[config.mk]
export PLATFORM = sky130hd
export DESIGN_NAME = conf_pkt_packer
export DESIGN_NICKNAME = d
export VERILOG_FILES = /design/src/rtl/conf_pkt_packer.sv
export SDC_FILE = /design/constraint.sdc
export NUM_CORES = 2
export LEC_CHECK = 0
export ABC_CLOCK_PERIOD_IN_PS = 4250
export CAP_MARGIN = 10
export CORE_MARGIN = 4
export CORE_UTILIZATION = 55
export DETAILED_ROUTE_END_ITERATION = 6
export PLACE_DENSITY = 0.76
export SYNTH_ARGS = -nofsm -noshare
export SYNTH_HDL_FRONTEND = slang
export SYNTH_SLANG_ARGS = --single-unit
[constraint.sdc]
create_clock -name i_clk -period 4.25 [get_ports i_clk]
set_input_delay 0.425 -clock i_clk [delete_from_list [all_inputs] [get_ports i_clk]]
set_output_delay 0.425 -clock i_clk [all_outputs]
set_load 0.05 [all_outputs]
[src/rtl/conf_pkt_packer.sv]
// Collects register writes into a FIFO and packs them into configuration packets, merged at
// packet boundaries with a pass-through packet stream behind a 1-deep output register.
module conf_pkt_packer #(
  parameter int unsigned  MAX_WR     = 16,
  parameter int unsigned  FIFO_DEPTH = 32,
  parameter int unsigned  TIMEOUT    = 64,
  parameter logic [127:0] CONF_HEAD  = {48'h8888_8888_8988, 48'h0102_0304_0506, 16'h9006, 16'h0}
) (
  input  logic                        i_clk,
  input  logic                        i_rst,
  input  logic                        i_wr_valid,
  output logic                        o_wr_ready,
  input  logic [31:0]                 i_wr_addr,
  input  logic [31:0]                 i_wr_data,
  input  logic                        i_flush,
  input  logic                        i_pkt_valid,
  input  logic [133:0]                i_pkt,
  output logic                        o_pkt_ready,
  output logic                        o_data_valid,
  output logic [133:0]                o_data,
  input  logic                        i_data_ready,
  output logic [$clog2(FIFO_DEPTH):0] o_fifo_cnt,
  output logic [15:0]                 o_conf_cnt,
  output logic [15:0]                 o_drop_cnt
);

  localparam int unsigned AW = $clog2(FIFO_DEPTH);
  localparam int unsigned CW = AW + 1;
  localparam int unsigned TW = $clog2(TIMEOUT);
  localparam logic [CW-1:0] DEPTH_C = CW'(FIFO_DEPTH);
  localparam logic [TW-1:0] TO_LAST = TW'(TIMEOUT - 1);

  typedef enum logic [1:0] {StIdle, StPass, StConfHead, StConfBody} state_e;

  state_e        state_q;
  logic [63:0]   mem_q [FIFO_DEPTH];
  logic [AW-1:0] wptr_q, rptr_q;
  logic [TW-1:0] to_q;
  logic [7:0]    rem_q;
  logic          flush_q;

  logic          free, push, pop, nonempty, trigger;
  logic [1:0]    pkt_tag;
  logic [7:0]    n_load;
  logic [133:0]  body_beat;

  always_comb begin
    free      = !o_data_valid || i_data_ready;
    nonempty  = (o_fifo_cnt != '0);
    o_wr_ready = (o_fifo_cnt < DEPTH_C);
    push      = i_wr_valid && o_wr_ready;
    pop       = (state_q == StConfBody) && free;
    pkt_tag   = i_pkt[133:132];
    // A write landing in the firing cycle restarts the timeout instead of triggering it.
    trigger   = (32'(o_fifo_cnt) >= MAX_WR) || (flush_q && nonempty) ||
                ((to_q == TO_LAST) && nonempty && !push);
    n_load    = (32'(o_fifo_cnt) >= MAX_WR) ? 8'(MAX_WR) : 8'(o_fifo_cnt);
    body_beat = {(rem_q == 8'd1) ? 2'b10 : 2'b00, 4'hf, 48'h0, mem_q[rptr_q], 16'h0};
    o_pkt_ready = 1'b0;
    case (state_q)
      StIdle:  o_pkt_ready = i_pkt_valid && (pkt_tag != 2'b01);
      StPass:  o_pkt_ready = free;
      default: o_pkt_ready = 1'b0;
    endcase
  end

  always_ff @(posedge i_clk) begin
    if (i_rst) begin
      state_q      <= StIdle;
      wptr_q       <= '0;
      rptr_q       <= '0;
      o_fifo_cnt   <= '0;
      to_q         <= '0;
      rem_q        <= '0;
      flush_q      <= 1'b0;
      o_data_valid <= 1'b0;
      o_data       <= '0;
      o_conf_cnt   <= '0;
      o_drop_cnt   <= '0;
      for (int unsigned i = 0; i < FIFO_DEPTH; i++) mem_q[i] <= '0;
    end else begin
      if (push) begin
        mem_q[wptr_q] <= {i_wr_data, i_wr_addr};
        wptr_q        <= wptr_q + AW'(1);
      end
      if (pop) rptr_q <= rptr_q + AW'(1);
      o_fifo_cnt <= o_fifo_cnt + CW'(push) - CW'(pop);

      if (push || !nonempty || state_q == StConfHead || state_q == StConfBody) begin
        to_q <= '0;
      end else if (to_q != TO_LAST) begin
        to_q <= to_q + TW'(1);
      end

      if (state_q == StIdle && trigger) flush_q <= 1'b0;
      else if (!nonempty)               flush_q <= 1'b0;
      else if (i_flush)                 flush_q <= 1'b1;

      if (state_q == StIdle && i_pkt_valid && o_pkt_ready && o_drop_cnt != 16'hFFFF) begin
        o_drop_cnt <= o_drop_cnt + 16'd1;
      end

      if (free) o_data_valid <= 1'b0;

      case (state_q)
        StIdle: begin
          if (trigger) begin
            state_q <= StConfHead;
            rem_q   <= n_load;
          end else if (i_pkt_valid && pkt_tag == 2'b01) begin
            state_q <= StPass;
          end
        end
        StPass: begin
          if (i_pkt_valid && free) begin
            o_data_valid <= 1'b1;
            o_data       <= i_pkt;
            if (pkt_tag == 2'b10) state_q <= StIdle;
          end
        end
        StConfHead: begin
          if (free) begin
            o_data_valid <= 1'b1;
            o_data       <= {2'b01, 4'h0, CONF_HEAD};
            state_q      <= StConfBody;
          end
        end
        StConfBody: begin
          if (free) begin
            o_data_valid <= 1'b1;
            o_data       <= body_beat;
            rem_q        <= rem_q - 8'd1;
            if (rem_q == 8'd1) begin
              state_q    <= StIdle;
              o_conf_cnt <= o_conf_cnt + 16'd1;
            end
          end
        end
        default: state_q <= StIdle;
      endcase
    end
  end

endmodule

; ---- Word level (Yosys, flattened, before mapping)
; Memory sizes are Yosys's and may differ from the RTL's. A register that Yosys moved wholly into a read port is not among the register bits.
; Index checks and enable logic that the tools add are counted.
[word_totals]
regBits = 200
ramBits = 2048
inputBits = 204
out_inout_bits = 175
wordCells = 105
n_memories = 1
[op_classes]
n_addsub = 8
n_lt_le_gt_ge = 2
eq_ne = 17
muxes = 32
bitwise = 1
reduce_logical = 33
[memory_table]
columns = name, depth, word_bits, read_ports, rd_clocked_by_memory_dff, wr, line
row1 = mem_q, 32, 64, 1, 1, 32, 36  ; logic [63:0] mem_q [FIFO_DEPTH];
[ops]
columns = operator, count
row1 = $mux 134, 3
row2 = $pmux 134 s3, 1
row3 = $mux 64, 1
row4 = $reduce_or 64->1, 1
row5 = $add 16x1->16 const B, 2
row6 = $mux 2, 8
row7 = $mux 8, 2
row8 = $ne 16x16->1 const B, 1
row9 = $pmux 8 s2, 1
row10 = $mux 5, 3
row11 = $logic_and 1x1->1, 12
row12 = $add 5x1->5 const B, 2
row13 = $ne 2x2->1 const B, 5
row14 = $mux 1, 9
row15 = $eq 8x1->1 const B, 1
row16 = $pmux 2 s4, 1
row17 = $sub 8x1->8 const B, 1
row18 = $add 6x1->6, 1
row19 = $add 6x1->6 const B, 1
row20 = $eq 2x2->1 const B, 3
row21 = $eq 6x6->1 const B, 1
row22 = $ge 6x5->1 const B, 1
row23 = $logic_or 1x1->1, 6
row24 = $lt 6x6->1 const B, 1
row25 = other kinds (18), 25

; ---- Depth between registers and ports, before layout
[logic_depth]
depth_word = 7
mapped_depth = 13
ltp_nobuf = 12

; ---- Worst setup path before layout
; OpenSTA, ideal clock, no wires.
[synth_timing]
path_kind = flip-flop to flip-flop
from = register o_fifo_cnt[5]
to = memory mem_q[15][0], enable pin
arrival_ps = 3917
required_ps = 3751
path_slack_ps = -167
path_stages_with_launch = 5
cell_sequence = dfxtp_1 -> nor2b_1 -> buf_2 -> nand2_1 -> o21bai_1
[synth_lines]
columns = element, line
row1 = from (decl), 22  ; output logic [$clog2(FIFO_DEPTH):0] o_fifo_cnt,
row2 = from (signal assigned), 87  ; o_fifo_cnt <= o_fifo_cnt + CW'(push) - CW'(pop);
row3 = to (decl), 36

; ---- Worst setup path after layout
[layout_timing]
from = register state_q[0]
to = register o_data[74]
[layout_between]
elab_chain_len = 3
[layout_rtl]
columns = element, line
row1 = from (decl), 35  ; state_e state_q;
row2 = from (signal assigned), 69  ; state_q <= StIdle;
row3 = from (signal assigned), 108  ; state_q <= StConfHead;
row4 = from (signal assigned), 111  ; state_q <= StPass;
row5 = $eq 2x1->1 or $eq 2x2->1 (tied branches), 105  ; case (state_q)
row6 = $ne 2x2->1 (no line) or $reduce_bool 3->1 (tied branches), --
row7 = $reduce_and 4->1 (no line), --
row8 = to (signal assigned), 117  ; o_data <= i_pkt;
row9 = to (signal assigned), 124  ; o_data <= {2'b01, 4'h0, CONF_HEAD};
row10 = to (signal assigned), 131  ; o_data <= body_beat;
row11 = to (decl), 20  ; output logic [133:0] o_data,
; Parallel ways exist; a longest one is shown, timed or not.
; A chain may end at the register's enable or synchronous reset.

==> run metrics <==
syn_nets 7099; Syn Inst Count 6875; Layout area overhead 14.0%; Post-synth EDFFs 2048; Top Ports 379; cell taking the most area after synthesis edfxtp_1; Slew @ Worst Pin 1.27 ns; yosys warns 0; f_max 276 MHz; layout cells sized above 1 0.153; top-area cell type share of the netlist area 0.607; die area 0.191 mm²; Syn Area/Cell 14.7 µm²; drt total wl 311 mm; Routed Antenna Nets 0; Max rail drop VDD 0.536 mV; worst hold path class primary input to register; Fin Setup TNS 0 ns; std cell rows 157; clk_lat worst skew 0.88 ns; largest net degree at the start of global routing 125; fill count 12899; Routed WL per cell 32.2 µm; final setup margin 0.623 ns; LEAKAGE 40.3 nW; CP arrival 4.43 ns; Slew Limit Fails 0; vias per cell 6.47; synth cell count leaders and2_1 (2056), edfxtp_1 (2048), clkbuf_1 (538), mux4_2 (470), nor2_1 (255); Root Buffer clkbuf_16; DP Worst Slack 0.666 ns; Num CTS Buffers 220; 1st-pass router iterations 7; CTS max path bufs 3; Worst Skew 0.0501 ns; RSZ-0062 raised after global routing no; worst path required time 5.05 ns; Hold Path Cell Cnt 3; Worst-path clk slew 0.06 ns; ys async rst share 0; min Tclk post-route 3.63 ns; worst-path fanout max 15; top-count cell post-synth and2_1; DRC viols 0; Die Span Y 437 µm; post_cts resized 0; vias 62504; post-DP HPWL 171 mm; Post-synth top flop edfxtp_1; GP Congestion 0.903; postcts setup bufs 0; Setup crit end kind register; Final #Nets 7222; Yosys reg bits 2253; Die Wd 437 µm; H-tree levels 4; final critical-path share of the clock period 0.854; main area contributors after synthesis edfxtp_1 (61%), and2_1 (13%), mux4_2 (10%), dfxtp_1 (4.0%), mux2i_1 (2.5%); post-synthesis sequential area ratio 0.647; port bufs 378; Setup crit start kind register; Slew headroom 0.154; depth of the most critical reg-to-reg path 9; distinct cell type count after synthesis 71; CP Class register to register; status completed; GRT Total Usage 0.324; core area 0.183 mm²; antenna violations before repair 32; first-pass GRT wire length 445 mm; CTS tree yes; First DRT Iteration DRCs 10258; Power Dens Cells 472 mW/mm²; final setup violation count 0; final hold vios 0; vias in the first global route 62453; Initial Util 0.553; gr ovfl total 0; maxcap violations 0; Post-Syn Area 0.101 mm²; CTS Sinks 2253
==> power by group <==
group | internal, mW | switching [mW] | leakage [nW]
sequential | 25.4 | 0.691 | 22.8
combinational | 3.31 | 6.05 | 14.0
clock | 10.6 | 8.48 | 3.46
==> routing by layer <==
| metal | up-vias | GRT usage | routed length [µm] |
|---|---|---|---|
| met3 | 928 | 0.0838 | 42300 |
| met1 | 31357 | 0.423 | 106000 |
| met5 | - | 0 | 21 |
| met2 | 4834 | 0.508 | 144000 |
| met4 | 4 | 0.163 | 18500 |
| li1 | 25381 | - | - |
==> placed cells by master, fill, tap and decap left out, types with 18 or more instances in the layout <==
cell type and n:
a2111oi_1 18, mux4_2 470, a221o_1 18, mux2i_1 251
a221oi_1 38, clkbuf_1 65, o211ai_1 20, clkbuf_8 23
xor2_1 19, a2111oi_0 19, o21ai_0 54, nor3_1 22
buf_4 99, a21oi_1 114, nand3_1 85, clkdlybuf4s50_1 377
buf_12 102, clkinv_2 38, a22oi_1 18, dfxtp_1 200
mux2_2 21, inv_1 18, and2_1 2055, nand2_1 149
a211oi_1 72, edfxtp_1 2048, clkinv_1 35, or2_4 32
xnor2_1 18, nor2_4 35, nor2_1 218, clkbuf_16 221
ha_1 19
==> path summary, 6_finish.rpt <==
check	from	endpoint	slack [ns]
max	state_q[0]	o_data[74]	0.62
min	i_pkt[108]	o_data[108]	0.13
max reg2reg	state_q[0]	o_data[74]	0.62
min reg2reg	o_data[85]	o_data[85]	0.45
==> flip-flops by register name, summed over array words and instances, names as in the netlist, 2 cells and up, named ones only <==
name and count:
rem_q 8, state_q 2, o_fifo_cnt 6, o_drop_cnt 16, o_data 134, rptr_q 5, o_conf_cnt 16, wptr_q 5
to_q 6, mem_q 2048
==> worst max-delay path, stage by stage, from the launching register on <==
cell and delay [ns]:
dfxtp_1 0.66, nand2_1 0.36, buf_4 0.32, nor2_4 0.12, buf_4 0.26, buf_4 0.39
nand2_1 0.57, o221ai_1 0.50, a21oi_1 0.14, nor3_1 0.20
==> cell families after synthesis <==
logic type                 share of synthesized area
buffers and inverters                         0.0308
adders and majority gates                    0.00254
DFF                                            0.647
xor gates and xnor gates                     0.00320
muxes                                          0.131
AOI/OAI and AO/OA                             0.0304
and+or+nand+nor                                0.155
==> what timing repair did <==
action                                  in CTS  in global routing
endpoints found under the hold margin       25                  0
hold buffers                                 1                  0
endpoints found under the setup margin       0                  0
==> through the flow <==
step	instance area, µm²	hold WS (ns)	std cells	util	total power, mW
2_1_floorplan	101000	0.449	6875	-	32.2
3_3_place_gp	108000	0.438	9239	0.592	35.6
3_5_place_dp	108000	0.443	9239	0.592	35.8
4_1_cts	116000	0.0814	9652	0.630	54.6
5_1_grt	116000	0.133	9658	0.630	56.1
6_report	116000	0.132	9666	0.630	54.5
==> final cells by class <==
cell class                      instances  area [µm²]  share of cell area
Inverter                               23        93.8            0.000812
Multi-Input combinational cell       3920       33000               0.286
Clock inverter                        100         980             0.00848
Antenna cell                           14        35.0            0.000303
Clock buffer                          312        6110              0.0529
Sequential cell                      2253       65600               0.568
Tap cell                             2464        3080              0.0267
Timing Repair Buffer                  580        6580              0.0570
Power figures use the tool's default switching activity.
